[src/rtl/life_scheduler.sv]
// Sweep sequencer for the Game-of-Life datapath: converts keyboard control
// levels into evolve/clear/load row sweeps and paces generations.
module life_scheduler #(
  parameter int P_PARAM_N    = 64,
  parameter int P_PARAM_M    = 64,
  parameter int P_BASE_TICKS = 1024
) (
  input  logic        clk_in,
  input  logic        reset,
  input  logic        start,
  input  logic        pause,
  input  logic        clear,
  input  logic        manual,
  input  logic [15:0] file_id,
  input  logic [3:0]  evo_left_shift,
  output logic        row_req,
  output logic [15:0] row_idx,
  output logic [1:0]  row_op,
  output logic [15:0] load_id,
  input  logic        row_ack,
  output logic        running,
  output logic        busy,
  output logic        gen_tick,
  output logic [31:0] gen_count
);

  if (P_PARAM_N < 1 || P_PARAM_M < 1 || P_PARAM_M > 65535 || P_BASE_TICKS < 2) begin : gParamCheck
    $error("life_scheduler: illegal parameter value");
  end

  typedef enum logic [2:0] {IDLE, WAIT, EVOLVE, CLEAR, LOAD} state_t;

  localparam logic [1:0]  OP_EVOLVE = 2'b00;
  localparam logic [1:0]  OP_CLEAR  = 2'b01;
  localparam logic [1:0]  OP_LOAD   = 2'b10;
  localparam logic [15:0] LAST_ROW  = 16'(P_PARAM_M - 1);
  localparam logic [31:0] BASE      = 32'(P_BASE_TICKS);

  state_t      state_q;
  logic [31:0] timer_q;
  logic        running_q;
  logic        rowReq_q;
  logic [15:0] rowIdx_q;
  logic [1:0]  rowOp_q;
  logic [15:0] loadId_q;
  logic [15:0] lastId_q;
  logic        genTick_q;
  logic [31:0] genCount_q;
  logic        startPrev_q, pausePrev_q, clearPrev_q;
  logic        startPend_q, pausePend_q, clearPend_q, loadPend_q;

  logic        startEdge, pauseEdge, clearEdge;
  logic [2:0]  shiftClamp;
  logic [31:0] waitLimit;
  logic        sweepState, sweepDone, decide, xfer, lastXfer, fileChg;

  assign startEdge  = start & ~startPrev_q;
  assign pauseEdge  = pause & ~pausePrev_q;
  assign clearEdge  = clear & ~clearPrev_q;
  assign shiftClamp = (evo_left_shift > 4'd5) ? 3'd5 : evo_left_shift[2:0];
  assign waitLimit  = (BASE << shiftClamp) - 32'd1;
  assign sweepState = (state_q == EVOLVE) || (state_q == CLEAR) || (state_q == LOAD);
  // A sweep state with the request dropped is the cycle after the last row.
  assign sweepDone  = sweepState & ~rowReq_q;
  assign decide     = (state_q == IDLE) || (state_q == WAIT) || sweepDone;
  assign xfer       = rowReq_q & row_ack;
  assign lastXfer   = xfer && (rowIdx_q == LAST_ROW);
  assign fileChg    = (file_id != lastId_q) && !running_q && !manual;

  // Pending flags are only cleared when already set, so a fresh edge in the
  // same cycle is not lost; the load flag is the exception because the file
  // compare still sees the old id on the cycle the load starts.
  always_ff @(posedge clk_in) begin
    if (reset) begin
      state_q     <= IDLE;
      timer_q     <= '0;
      running_q   <= 1'b0;
      rowReq_q    <= 1'b0;
      rowIdx_q    <= '0;
      rowOp_q     <= OP_EVOLVE;
      loadId_q    <= '0;
      lastId_q    <= '0;
      genTick_q   <= 1'b0;
      genCount_q  <= '0;
      startPrev_q <= 1'b0;
      pausePrev_q <= 1'b0;
      clearPrev_q <= 1'b0;
      startPend_q <= 1'b0;
      pausePend_q <= 1'b0;
      clearPend_q <= 1'b0;
      loadPend_q  <= 1'b1;
    end else begin
      startPrev_q <= start;
      pausePrev_q <= pause;
      clearPrev_q <= clear;
      genTick_q   <= 1'b0;
      if (startEdge) startPend_q <= 1'b1;
      if (pauseEdge) pausePend_q <= 1'b1;
      if (clearEdge) clearPend_q <= 1'b1;
      if (fileChg)   loadPend_q  <= 1'b1;

      if (xfer) begin
        if (lastXfer) begin
          rowReq_q <= 1'b0;
          if (state_q == EVOLVE) begin
            genCount_q <= genCount_q + 32'd1;
            genTick_q  <= 1'b1;
          end else begin
            genCount_q <= '0;
          end
        end else begin
          rowIdx_q <= rowIdx_q + 16'd1;
        end
      end

      if (decide) begin
        if (clearPend_q) begin
          clearPend_q <= 1'b0;
          running_q   <= 1'b0;
          state_q     <= CLEAR;
          rowReq_q    <= 1'b1;
          rowIdx_q    <= '0;
          rowOp_q     <= OP_CLEAR;
        end else if (loadPend_q) begin
          loadPend_q <= 1'b0;
          loadId_q   <= file_id;
          lastId_q   <= file_id;
          state_q    <= LOAD;
          rowReq_q   <= 1'b1;
          rowIdx_q   <= '0;
          rowOp_q    <= OP_LOAD;
        end else if (pausePend_q) begin
          pausePend_q <= 1'b0;
          running_q   <= 1'b0;
          state_q     <= IDLE;
        end else if (startPend_q && !manual && !running_q) begin
          startPend_q <= 1'b0;
          running_q   <= 1'b1;
          state_q     <= WAIT;
          timer_q     <= '0;
        end else begin
          if (startPend_q) startPend_q <= 1'b0;
          if (state_q == WAIT) begin
            if (timer_q >= waitLimit) begin
              state_q  <= EVOLVE;
              rowReq_q <= 1'b1;
              rowIdx_q <= '0;
              rowOp_q  <= OP_EVOLVE;
            end else begin
              timer_q <= timer_q + 32'd1;
            end
          end else if (sweepDone) begin
            if (running_q) begin
              state_q <= WAIT;
              timer_q <= '0;
            end else begin
              state_q <= IDLE;
            end
          end
        end
      end
    end
  end

  assign row_req   = rowReq_q;
  assign row_idx   = rowIdx_q;
  assign row_op    = rowOp_q;
  assign load_id   = loadId_q;
  assign running   = running_q;
  assign busy      = sweepState;
  assign gen_tick  = genTick_q;
  assign gen_count = genCount_q;

endmodule

[config.mk]
export PLATFORM = sky130hd
export DESIGN_NAME = life_scheduler
export DESIGN_NICKNAME = d
export VERILOG_FILES = /design/src/rtl/life_scheduler.sv
export SDC_FILE = /design/constraint.sdc
export NUM_CORES = 1
export LEC_CHECK = 0
export BUFFER_PORTS_ARGS = -buffer_cell sky130_fd_sc_hd__buf_2
export CAP_MARGIN = 5
export CORE_ASPECT_RATIO = 1.75
export CORE_MARGIN = 10
export CORE_UTILIZATION = 52
export CTS_CLUSTER_SIZE = 20
export DETAILED_ROUTE_END_ITERATION = 8
export PLACE_DENSITY = 0.85
export SKIP_LAST_GASP = 1
export SLEW_MARGIN = 0
export SYNTH_ARGS = -nofsm -noshare
export SYNTH_HDL_FRONTEND = slang
export SYNTH_SLANG_ARGS = --single-unit
[constraint.sdc]
create_clock -name clk_in -period 4.3 [get_ports clk_in]
set_input_delay 1.075 -clock clk_in [delete_from_list [all_inputs] [get_ports clk_in]]
set_output_delay 1.075 -clock clk_in [all_outputs]
set_load 0.05 [all_outputs]
======== Word level (Yosys, flattened, before mapping) ========
Cells that the tools add are included.
cells by class
  bitwise logic cells ..................... 14
  divide/modulo/power cells ............... 0
  reduce and logical (&&, ||, !) cells .... 25
  add/subtract/negate cells ............... 4
  muxes and demuxes ....................... 63
  shifts and indexed selects .............. 1
  equal/unequal tests ..................... 11
  magnitude comparators ................... 2
  multiply operators ...................... 0
operator list
  kind                   number
  $mux 32                6
  $mux 16                9
  $add 32x1->32 const B  2
  $mux 1                 34
  $ge 32x32->1           1
  $shl 11x3->32 const A  1
  $sub 32x1->32 const B  1
  $mux 3                 8
  $add 16x1->16 const B  1
  $eq 16x6->1 const B    1
  $ne 16x16->1           1
  $reduce_bool 3->1      5
  $mux 2                 6
  $not 1->1              9
  $reduce_and 3->1       3
  $reduce_and 7->1       1
  $eq 3x2->1 const B     2
  $ne 3x3->1 const B     2
  $ne 6x4->1 const B     1
  $reduce_bool 6->1      1
  $and 1x1->1            5
  $logic_and 1x1->1      5
  $reduce_and 5->1       1
  $gt 4x3->1 const B     1
  other kinds (9)        13
storage, ports and cells
  input bits .............................. 27
  output and inout port bits .............. 70
  memories kept ........................... 0
  logic and storage cells ................. 136
  bits in read-only memories .............. 0
  register bits ........................... 111
  bits in writable memories ............... 0
  bits in latches ......................... 0

======== Depth between registers and ports, before layout ========
  word-level depth ........................ 12
  gate-level depth with buffers ........... 13
  gate-level depth less buffers ........... 11

======== Least setup slack after synthesis ========
No wires, ideal clock.
  path type ............................... input -> register
  start ................................... input port evo_left_shift[2]
  end ..................................... register timer_q[7]
  cell stages on the path ................. 12
  arrival time ............................ 3.419 ns
  path buffers ............................ 1
  slack ................................... 0.811 ns
  setup time .............................. 0.070 ns
  required time ........................... 4.230 ns
  cells stage by stage .................... nor3_1 > nand2b_1 > ha_1 > xnor2_1 > ha_1 > nand4_1 > nor2_1 > o311ai_2 > nand3_1 > buf_2 > or4_1 > a21oi_1
between the ends
  longest elaborated chain between the ends .. 7
RTL lines
  element                              line  text
  start, declared                      15    input logic [3:0] evo_left_shift,
  $gt 4x3->1                           60    assign shiftClamp = (evo_left_shift > 4'd5) ? 3'd5 : evo_left_shift[2:0];
  $mux 3 *                             60
  $shl 11x3->32 *                      61    assign waitLimit = (BASE << shiftClamp) - 32'd1;
  $sub 32x1->32 *                      61
  $ge 32x32->1 *                       144   if (timer_q >= waitLimit) begin
  $ne 3x3->1 (no source line) *        n/a
  $reduce_and 7->1 (no source line) *  n/a
  end signal, assigned                 150   timer_q <= timer_q + 32'd1;
  end, declared                        40    logic [31:0] timer_q;
Every way passes the cells marked *; elsewhere a longest branch is shown, timed or not.
A chain may end at the register's enable or synchronous reset.

======== Worst setup path after layout ========
  start ................................... input port evo_left_shift[2]
  end ..................................... register timer_q[5]
Same word-level chain as after synthesis.

==> impl_metrics.yaml <==
status:
  outcome: "complete, no violations"
timing:
  tns_ns: 0
  fin_ws_ns: 0.738
  fin_skew_ns: 0.00682
  post-route-period-util_pct: 82.8
  finalSetupViolCount: 0
  rsz0062_at_grt: "no"
  period_needed_ns: 3.56
  max_freq_ghz: 0.281
  hold_violations: 0
  hold_slack_ns: 0.460
  slew_headroom_pct: 32.1
  tightest_slew_ns: 1.02
  drv_slew: 0
power:
  total_power_mw: 2.55
  vdd_ir_drop_max_mv: 0.391
  power_per_cell_area_nw_per_um2: 421
  p_leak_nw: 2.50
cells_and_area:
  layout.nets: 724
  drive_above_1_share_pct: 18.3
  layout_common_cells: "111 x dfxtp_1, 96 x buf_2, 82 x nor2_1"
  n_fill_cell: 846
  seq_area_um2: 2220
  area_delta_synth_final_pct: 16.1
  final_common_cell: "dfxtp_1"
  final_cells: 816
  multiInputGateArea_um2: 2810
yosys:
  synth_top_area_cell: "dfxtp_1"
  synth_edf_count: 0
  ys_ff_latch: 111
  synth_ff_type: "dfxtp_1"
  synth.avg_cell_area_um2: 8.69
  ys_warn_count: 0
  yosysSeqAreaShare_pct: 42.6
  synth_cells: 600
  synth_area_um2: 5210
  ys_types: 58
  synth_top_area_share_pct: 42.6
  synth_area_leaders: "dfxtp_1 43%, nor2_1 5.9%, xor2_1 5.5%"
  async_flop_share_pct: 0
routing:
  num_vias: 4558
  wl_um: 12400
  wire_per_inst_um: 15.2
  first_pass_iters: 4
  drc: 0
  vias_per_cell: 5.59
  ant_nets: 0
  first_iter_violations: 163
critical_path:
  crit_chain: "buf_2, nor3_1, nand2b_1, ha_1, xnor2_1, ha_1, nand4_1, nor2_1, o311ai_2, nand3_1, buf_4, or4_1, a21oi_1"
  critPathMostFrequentCell: "ha_1"
  crit_arrival_ns: 3.83
  crit_slowest_cell: "or4_1"
  cp_slowest_stage_delay_ns: 0.50
  required_ns: 4.57
  path_class: "input pin to flip-flop"
  endpoint_kind: "flip-flop"
  crit_fanout: 30
  cp-start-kind: "input pin"
placement:
  gp_congestion: 0.926
  io_buffers: 96
  place_ws_ns: 0.419
  dp.cells: 799
  hpwl_um: 9520
clock_tree:
  clockRootBuffer: "clkbuf_16"
  cts_tree: "done"
  cts-resized-gates: 0
  clk_pin_slew_ns: 0.07
  cts.sinks: 111
  cts.path.max_buffers: 2
  hold_buffers: 0
  clk_latency_ns: 0.34
  postCtsSetupRepairBufs: 0
  numCtsBuffers: 9
  cts_max_level: 3
global_routing:
  grt_pass1_wl_um: 20300
  grt-ovfl-total: 0
  antenna_found_initial: 1
  grt_usage_pct: 16.7
  grt_pass1_vias: 4545
  grt_max_degree: 40
die:
  die_h_um: 152
  ios: 97
  rows: 48
  core_area_um2: 9850
  design.die.area_um2: 14600
  start_util_pct: 52.9
  die_width_um: 95.7
flow_run:
  cap_violations: 0
worst_hold_path:
  hold_class: "flip-flop to flip-flop"
state kept, by name, indices dropped and copies added (netlist names):
name	cells
running	1
startPend_q	1
timer_q	32
row_op	2
clearPrev_q	1
clearPend_q	1
state_q	3
row_idx	16
gen_count	32
row_req	1
gen_tick	1
loadPend_q	1
startPrev_q	1
pausePrev_q	1
lastId_q	16
pausePend_q	1
path summary, 6_finish.rpt:
path / startpoint / end / slack, ns / depth (start not counted)
worst max register to register: timer_q[15]$_SDFFE_PP0P_ / timer_q[5]$_SDFFE_PP0P_ / 1.82 / 7
worst min-delay path: timer_q[28]$_SDFFE_PP0P_ / timer_q[28]$_SDFFE_PP0P_ / 0.46 / 1
worst max-delay path: evo_left_shift[2] / timer_q[5]$_SDFFE_PP0P_ / 0.74 / 13
worst min register to register: timer_q[28]$_SDFFE_PP0P_ / timer_q[28]$_SDFFE_PP0P_ / 0.46 / 1
layout make-up:
cell class / count / area share [%]
flip-flops and latches: 111 / 36.7
repair buffers: 99 / 8.31
multi-input cells: 447 / 46.4
clock buffers: 11 / 4.01
diodes: 1 / 0.0413
inverters: 17 / 1.05
well taps: 125 / 2.58
clock inverters: 5 / 0.930
where the power goes:
group	switching [mW]	internal [mW]
Combinational	0.376	0.183
Clock	0.366	0.468
Sequential	0.0720	1.08
routing by layer:
layer	up-vias	wire length (um)	GRT usage, %
met5	-	0	0
met2	124	6580	30.2
met4	0	274	6.42
li1	2263	-	-
met1	2150	4860	17.6
met3	21	717	3.95
stage by stage:
stage	cell area (um^2)	util, %
final	6050	61.4
after global routing	6050	61.4
after CTS	6050	61.4
after detailed placement	5750	58.4
after global placement	5750	58.4
after floorplan	5220	-
cells by family (layout without fill, tap and decap cells):
kind of cell | count (synthesis) | after routing | synth area share [%]
DFF | 111 | 111 | 42.6
xor gates and xnor gates | 58 | 58 | 9.75
muxes | 16 | 16 | 3.07
other | 1 | 3 | 0.0720
and+or+nand+nor | 274 | 274 | 27.4
buffers and inverters | 43 | 132 | 3.67
adders and majority gates | 12 | 12 | 2.88
AOI/OAI and AO/OA | 85 | 85 | 10.5
critical path, delay by kind of cell:
family	cells	cell delay, ns
and+or+nand+nor	6	1.25
buffers and inverters	2	0.37
AOI/OAI and AO/OA	2	0.50
xor gates and xnor gates	1	0.17
adders and majority gates	2	0.47
cells in the mapped netlist, types with 5 or more instances:
| cell type | number |
|---|---|
| and4_1 | 7 |
| inv_1 | 17 |
| nor2_1 | 82 |
| ha_1 | 12 |
| mux2i_1 | 16 |
| nand3_1 | 27 |
| buf_2 | 9 |
| nand2b_1 | 6 |
| or4_1 | 6 |
| dfxtp_1 | 111 |
| xor2_1 | 33 |
| a21o_1 | 5 |
| or3_1 | 16 |
| clkbuf_1 | 13 |
| o21ai_0 | 15 |
| and3_1 | 10 |
| nor3_1 | 16 |
| nand2_1 | 38 |
| nand4_1 | 16 |
| nor4_1 | 16 |
| xnor2_1 | 25 |
| a21oi_1 | 31 |
| o31ai_1 | 6 |
| and2_1 | 17 |
(Power assumes the default switching activity.)
